$ cat config.mk
export PLATFORM = sky130hd
export DESIGN_NAME = pe_tile_sequencer
export DESIGN_NICKNAME = d
export VERILOG_FILES = /design/src/rtl/pe_tile_sequencer.sv
export SDC_FILE = /design/constraint.sdc
export NUM_CORES = 1
export LEC_CHECK = 0
export CORE_AREA = 2 2 98 100
export DETAILED_ROUTE_END_ITERATION = 7
export DIE_AREA = 0 0 100 102
export PLACE_DENSITY = 0.55
export SYNTH_ARGS = -nofsm -noshare
export SYNTH_HDL_FRONTEND = slang
export SYNTH_SLANG_ARGS = --single-unit
export TNS_END_PERCENT = 20
$ cat constraint.sdc
create_clock -name clk -period 4 [get_ports clk]
set_clock_uncertainty 0.15 [all_clocks]
set_input_delay 0.4 -clock clk [delete_from_list [all_inputs] [get_ports clk]]
set_output_delay 0.4 -clock clk [all_outputs]
set_load 0.005 [all_outputs]
$ cat src/rtl/pe_tile_sequencer.sv
// rtl/pe_tile_sequencer.sv - issues the CLR/PASS/MAC/RND/OUT instruction stream for one PE dot-product tile
// Issue strobes are decoded from the current state so operand reads line up with the PE instruction register.
`ifndef PE_OPCODE_BITWIDTH
`define PE_OPCODE_BITWIDTH 4
`endif
`ifndef PE_MODE_BITWIDTH
`define PE_MODE_BITWIDTH 2
`endif
`ifndef PE_VALUE_BITWIDTH
`define PE_VALUE_BITWIDTH 8
`endif
`ifndef PE_RND_OPCODE
`define PE_RND_OPCODE `PE_OPCODE_BITWIDTH'(5)
`endif
`ifndef PE_CLR_VALUE
`define PE_CLR_VALUE `PE_VALUE_BITWIDTH'(0)
`endif
`ifndef PE_PASS_VALUE
`define PE_PASS_VALUE `PE_VALUE_BITWIDTH'(1)
`endif
`ifndef PE_MAC_VALUE
`define PE_MAC_VALUE `PE_VALUE_BITWIDTH'(2)
`endif
`ifndef PE_OUT_VALUE
`define PE_OUT_VALUE `PE_VALUE_BITWIDTH'(3)
`endif

module pe_tile_sequencer #(
   parameter int LEN_WIDTH   = 12,
   parameter int MAC_DRAIN   = 1,
   parameter int OUT_LATENCY = 2,
   parameter logic [`PE_OPCODE_BITWIDTH-1:0] ALU_OPCODE = `PE_RND_OPCODE ^ `PE_OPCODE_BITWIDTH'(1)
) (
   input  logic                                                                clk,
   input  logic                                                                rst_n,
   input  logic                                                                cmd_valid,
   output logic                                                                cmd_ready,
   input  logic [`PE_MODE_BITWIDTH-1:0]                                        cmd_mode,
   input  logic [LEN_WIDTH-1:0]                                                cmd_len,
   input  logic [`PE_VALUE_BITWIDTH-1:0]                                       cmd_shift,
   input  logic                                                                cmd_bias,
   input  logic                                                                opnd_avail,
   output logic                                                                opnd_rd_en,
   output logic                                                                opnd_rd_bias,
   output logic [LEN_WIDTH-1:0]                                                opnd_rd_idx,
   output logic [`PE_OPCODE_BITWIDTH+`PE_MODE_BITWIDTH+`PE_VALUE_BITWIDTH-1:0] pe_inst,
   output logic                                                                pe_inst_valid,
   output logic                                                                res_valid,
   input  logic                                                                res_ready,
   output logic                                                                busy
);

   localparam int OPW    = `PE_OPCODE_BITWIDTH;
   localparam int MW     = `PE_MODE_BITWIDTH;
   localparam int VW     = `PE_VALUE_BITWIDTH;
   localparam int INST_W = OPW + MW + VW;

   localparam logic [3:0] S_IDLE  = 4'd0;
   localparam logic [3:0] S_CLR   = 4'd1;
   localparam logic [3:0] S_BIAS  = 4'd2;
   localparam logic [3:0] S_MAC   = 4'd3;
   localparam logic [3:0] S_DRAIN = 4'd4;
   localparam logic [3:0] S_RND   = 4'd5;
   localparam logic [3:0] S_OUT   = 4'd6;
   localparam logic [3:0] S_WAIT  = 4'd7;
   localparam logic [3:0] S_DONE  = 4'd8;

   // One shared delay counter serves both DRAIN and WAIT; they never overlap.
   localparam int DLY_MAX = (MAC_DRAIN > OUT_LATENCY) ? MAC_DRAIN : OUT_LATENCY;
   localparam int DLY_W   = $clog2(DLY_MAX + 1);
   localparam logic [DLY_W-1:0] DRAIN_LAST = DLY_W'(MAC_DRAIN - 1);
   localparam logic [DLY_W-1:0] WAIT_LAST  = DLY_W'((OUT_LATENCY > 1) ? OUT_LATENCY - 2 : 0);

   logic [3:0]           state_q, state_d;
   logic [MW-1:0]        mode_q, mode_d;
   logic [LEN_WIDTH-1:0] len_q, len_d;
   logic [LEN_WIDTH-1:0] cnt_q, cnt_d;
   logic [VW-1:0]        shift_q, shift_d;
   logic                 bias_q, bias_d;
   logic [DLY_W-1:0]     dly_q, dly_d;
   logic [INST_W-1:0]    last_inst_q, last_inst_d;

   logic                 accept;
   logic                 issue;
   logic [OPW-1:0]       inst_op;
   logic [VW-1:0]        inst_val;
   logic                 rd_en;
   logic                 rd_bias;
   logic [INST_W-1:0]    inst_cur;

   assign cmd_ready = rst_n && (state_q == S_IDLE);
   assign accept    = cmd_valid && cmd_ready;

   always_comb begin
      state_d  = state_q;
      mode_d   = mode_q;
      len_d    = len_q;
      cnt_d    = cnt_q;
      shift_d  = shift_q;
      bias_d   = bias_q;
      dly_d    = dly_q;
      issue    = 1'b0;
      inst_op  = ALU_OPCODE;
      inst_val = `PE_CLR_VALUE;
      rd_en    = 1'b0;
      rd_bias  = 1'b0;

      case (state_q)
         S_IDLE: begin
            if (accept) begin
               mode_d  = cmd_mode;
               len_d   = cmd_len;
               shift_d = cmd_shift;
               bias_d  = cmd_bias;
               cnt_d   = '0;
               dly_d   = '0;
               state_d = S_CLR;
            end
         end
         S_CLR: begin
            issue    = 1'b1;
            inst_val = `PE_CLR_VALUE;
            if (bias_q)
               state_d = S_BIAS;
            else if (len_q != '0)
               state_d = S_MAC;
            else
               state_d = S_RND;
         end
         S_BIAS: begin
            if (opnd_avail) begin
               issue    = 1'b1;
               inst_val = `PE_PASS_VALUE;
               rd_en    = 1'b1;
               rd_bias  = 1'b1;
               state_d  = (len_q != '0) ? S_MAC : S_RND;
            end
         end
         S_MAC: begin
            if (opnd_avail) begin
               issue    = 1'b1;
               inst_val = `PE_MAC_VALUE;
               rd_en    = 1'b1;
               if (cnt_q == len_q - LEN_WIDTH'(1)) begin
                  dly_d   = '0;
                  state_d = S_DRAIN;
               end else begin
                  cnt_d = cnt_q + LEN_WIDTH'(1);
               end
            end
         end
         S_DRAIN: begin
            if (dly_q == DRAIN_LAST) begin
               dly_d   = '0;
               state_d = S_RND;
            end else begin
               dly_d = dly_q + DLY_W'(1);
            end
         end
         S_RND: begin
            issue    = 1'b1;
            inst_op  = `PE_RND_OPCODE;
            inst_val = shift_q;
            state_d  = S_OUT;
         end
         S_OUT: begin
            issue    = 1'b1;
            inst_val = `PE_OUT_VALUE;
            dly_d    = '0;
            state_d  = (OUT_LATENCY > 1) ? S_WAIT : S_DONE;
         end
         S_WAIT: begin
            if (dly_q == WAIT_LAST) begin
               dly_d   = '0;
               state_d = S_DONE;
            end else begin
               dly_d = dly_q + DLY_W'(1);
            end
         end
         S_DONE: begin
            // No accept here: a new CLR would wipe the result before it is consumed.
            if (res_ready)
               state_d = S_IDLE;
         end
         default: begin
            state_d = S_IDLE;
         end
      endcase

      inst_cur    = {inst_op, mode_q, inst_val};
      last_inst_d = issue ? inst_cur : last_inst_q;
   end

   always_ff @(posedge clk or negedge rst_n) begin
      if (!rst_n) begin
         state_q     <= S_IDLE;
         mode_q      <= '0;
         len_q       <= '0;
         cnt_q       <= '0;
         shift_q     <= '0;
         bias_q      <= 1'b0;
         dly_q       <= '0;
         last_inst_q <= '0;
      end else begin
         state_q     <= state_d;
         mode_q      <= mode_d;
         len_q       <= len_d;
         cnt_q       <= cnt_d;
         shift_q     <= shift_d;
         bias_q      <= bias_d;
         dly_q       <= dly_d;
         last_inst_q <= last_inst_d;
      end
   end

   assign pe_inst       = last_inst_d;
   assign pe_inst_valid = issue;
   assign opnd_rd_en    = rd_en;
   assign opnd_rd_bias  = rd_bias;
   assign opnd_rd_idx   = cnt_q;
   assign res_valid     = (state_q == S_DONE);
   assign busy          = (state_q != S_IDLE);

endmodule

==> impl_metrics.json <==
{
  "htree_num_levels": 2,
  "globalRouteOverflowTotal": 0,
  "dieArea_um2": 10200,
  "route.vias.total": 2557,
  "crit_path_cell_trace": "clkinv_1 > nor2_1 > o21ai_0 > a21o_1 > inv_1 > nand2_1 > nand2_1 > clkdlybuf4s50_1",
  "ys_types": 56,
  "pre_cts_slack_ns": 0.8134,
  "synth_flop_cell": "dfrtp_1",
  "setup-violations-final": 0,
  "slew_headroom_pct": 42.75,
  "crit_slowest_cell": "dfrtp_1",
  "cts.path.max_buffers": 2,
  "routed_via_density": 5.073,
  "postCtsResizedCells": 0,
  "total_power_mw": 2.673,
  "final_hold_viol_count": 0,
  "finalCritPeriodShare_pct": 83.12,
  "die_height_um": 102,
  "final_design_area_no_fill_um2": 3791,
  "power-per-cell-area_nw_per_um2": 705.2,
  "antenna-diode-count": 0,
  "min_setup_slack_post_route_ns": 0.6752,
  "critical-path-max-stage-delay_ns": 0.59,
  "post_dp_cell_area_um2": 3691,
  "worstMarginPinSlew_ns": 0.8521,
  "status": "completed",
  "nFillCells": 923,
  "detailedPlacementHpwl_mm": 5.404,
  "yosys-mux-area-fraction_pct": 2.030,
  "synth-async-reset-ratio_pct": 100.0,
  "power.static_leakage_nw": 1.714,
  "initial_antenna_violation_count": 0,
  "min_delay_path_class": "reg2reg",
  "final_critical_delay_including_setup_and_external_delays_ns": 3.325,
  "timing.critical_path.fanout_max": 15,
  "syn_area_um2": 3020,
  "crit_required_ns": 3.45,
  "i_o_pin_total": 60,
  "finalSetupTns_ns": 0,
  "area_occupied_by_multi_input_gates_um2": 1526,
  "port_buffers": 59,
  "detail_route.first_pass.iterations": 4,
  "maxClockFrequency_ghz": 0.3008,
  "final_util_pct": 41.62,
  "synthAdderAreaFrac_pct": 1.657,
  "critical_path_arrival_ns": 2.77,
  "clk_pin_slew_ns": 0.10,
  "synthXorXnorAreaFrac_pct": 4.805,
  "timing.critical_path.buf_inv": 3,
  "place_congestion": 0.8733,
  "finish.cell_count_without_fillers": 504,
  "globalRouteTotalUtil_pct": 15.61,
  "end_kind": "primary output",
  "drv_slew": 0,
  "ys_ff_latch": 55,
  "numPlacedInstances": 495,
  "die_wd_um": 100,
  "synthesis.area_per_instance_um2": 8.936,
  "worst_hold_slack_ns": 0.3332,
  "critPathKind": "reg2out",
  "cp-start-kind": "register",
  "synth.yosys.warnings": 0,
  "cts_setup_buffers": 0,
  "most_repeated_library_cell_on_the_critical_path": "nand2_1",
  "tritoncts": "done",
  "worst_hold_path.num_cells": 2,
  "synth-seq-area-share_pct": 45.57,
  "worst_ir_drop_vdd_v": 0.0001887,
  "combinational_family_with_the_most_area_after_synthesis": "simple AND/OR/NAND/NOR gates",
  "layout.area.seq_um2": 1376,
  "number_of_global_route_vias_before_repair": 2535,
  "yosys.area_share.simple_pct": 27.38,
  "syn_inst": 338,
  "synth_fp_nets": 370,
  "max_cap_viol_count": 0,
  "first_iter_violations": 69,
  "timing.critical_path.depth": 8,
  "cts_made_buffers": 5,
  "number_of_synthesized_flops_with_an_enable_pin": 0,
  "route.antenna.remaining_nets": 0,
  "drt_drc_violations_left": 0,
  "fraction_of_layout_instances_using_a_drive_strength_above_1_pct": 4.835,
  "wl_mm": 7.539,
  "nets": 424,
  "flow.area_growth_from_synthesis_pct": 25.52,
  "clk_root_buffer_cell": "clkbuf_8",
  "cp_top_family": "buffers and inverters",
  "insertion_delay_ns": 0.31,
  "post_drt_wl_per_cell_um": 14.96,
  "std_cell_rows": 35,
  "maximum_number_of_pins_on_one_net_before_global_route_repair": 41,
  "grt_first_pass_wirelength_mm": 12.58,
  "synth-compound-area-share_pct": 14.66,
  "cts.sink_count": 55,
  "worstRegToRegCells": 7,
  "unrepaired_setup_endpoints_after_global_routing": "false",
  "start_util_pct": 33.16,
  "floorplan.core_area_um2": 9109
}
[synth_stat cells (6+ instances only)]
library cell / number / area [um^2]
o21ai_0: 12 / 60.06
and3_1: 6 / 37.54
nand4_1: 6 / 37.54
nand2_1: 86 / 322.8
nor2b_1: 7 / 43.79
nor3_1: 10 / 50.05
nand2b_1: 10 / 62.56
nand3_1: 6 / 30.03
xnor2_1: 10 / 87.58
inv_1: 10 / 37.54
clkbuf_1: 13 / 48.80
a22o_1: 7 / 61.31
dfrtp_1: 55 / 1376
a21oi_1: 8 / 40.04
nor2_1: 14 / 52.55
[final cells by class]
type                       count  area share, %
timing repair buffer          63          16.30
multi-input combinational    256          40.26
tap                          111          3.663
clock buffer                   6          1.914
sequential                    55          36.30
inverter                      11          1.089
clock inverter                 2         0.4620
[timing repair]
item	CTS	global route
setup endpoints to repair	0	0
hold buffers	1	0
hold endpoints to repair	15	0
[layer usage]
| metal | vias to the layer above | share of wire, % | global-route usage, % |
|---|---|---|---|
| met5 | - | 0 | 0 |
| met4 | 0 | 1.3 | 4.320 |
| met3 | 7 | 2.2 | 2.326 |
| met2 | 35 | 49 | 26.77 |
| met1 | 1234 | 47 | 20.75 |
| li1 | 1281 | - | - |
[placed cells by master, fill, tap and decap left out, drive strengths merged, types with 3 or more instances in the layout]
cell / netlist / routed
o21a: 3 / 3
xor2: 4 / 4
o2111ai: 3 / 3
nand2: 86 / 86
a22o: 7 / 7
or3: 4 / 4
nand3: 6 / 6
xnor2: 10 / 10
a31o: 3 / 3
a21oi: 8 / 8
clkdlybuf4s50: 0 / 58
nand2b: 10 / 10
nor3: 10 / 10
a21o: 5 / 5
a31oi: 5 / 5
mux2i: 5 / 5
clkinv: 1 / 3
and3: 6 / 6
o21ai: 12 / 12
clkbuf: 13 / 6
buf: 3 / 4
nor2b: 7 / 7
nand4: 6 / 6
inv: 10 / 10
dfrtp: 55 / 55
nor2: 14 / 14
nor4: 4 / 4
ha: 4 / 4
and4: 3 / 3
and2: 4 / 4
[state kept, by name (all words and copies together) (netlist names)]
signal,count
opnd_rd_idx,12
state_q,4
dly_q,2
mode_q,2
shift_q,8
len_q,12
last_inst_q,14
bias_q,1
[worst register-to-register path: cells and delay by family (launching register included)]
kind            cells  cell delay (ns)
compound gates      3             0.81
xor+xnor            1             0.29
flops               1             0.47
simple gates        3             1.21
[cells by family after synthesis]
group | Yosys count
compound gates | 61
simple gates | 170
buf+inv | 27
fa+ha+maj | 4
mux | 6
xor+xnor | 15
flops | 55
[where the power goes]
part           total (mW)  switching [mW]  internal (mW)
registers            1.04           0.265          0.771
logic                1.33           0.658          0.668
clock network       0.311           0.185          0.126
total                2.67            1.11           1.57
[final timing paths]
| path | from | endpoint | slack (ns) |
|---|---|---|---|
| setup / recovery | state_q[2]$_DFFE_PN0P_ | pe_inst[8] | 0.68 |
| hold / removal | last_inst_q[9]$_DFF_PN0_ | last_inst_q[9]$_DFF_PN0_ | 0.33 |
| setup reg to reg | len_q[2]$_DFFE_PN0P_ | dly_q[0]$_DFFE_PN0P_ | 0.93 |
| hold reg to reg | last_inst_q[9]$_DFF_PN0_ | last_inst_q[9]$_DFF_PN0_ | 0.33 |
| max in group asynchronous | rst_n | last_inst_q[9]$_DFF_PN0_ | 2.39 |
| min in group asynchronous | rst_n | state_q[2]$_DFFE_PN0P_ | 0.44 |
Power figures use the tool's default switching activity.
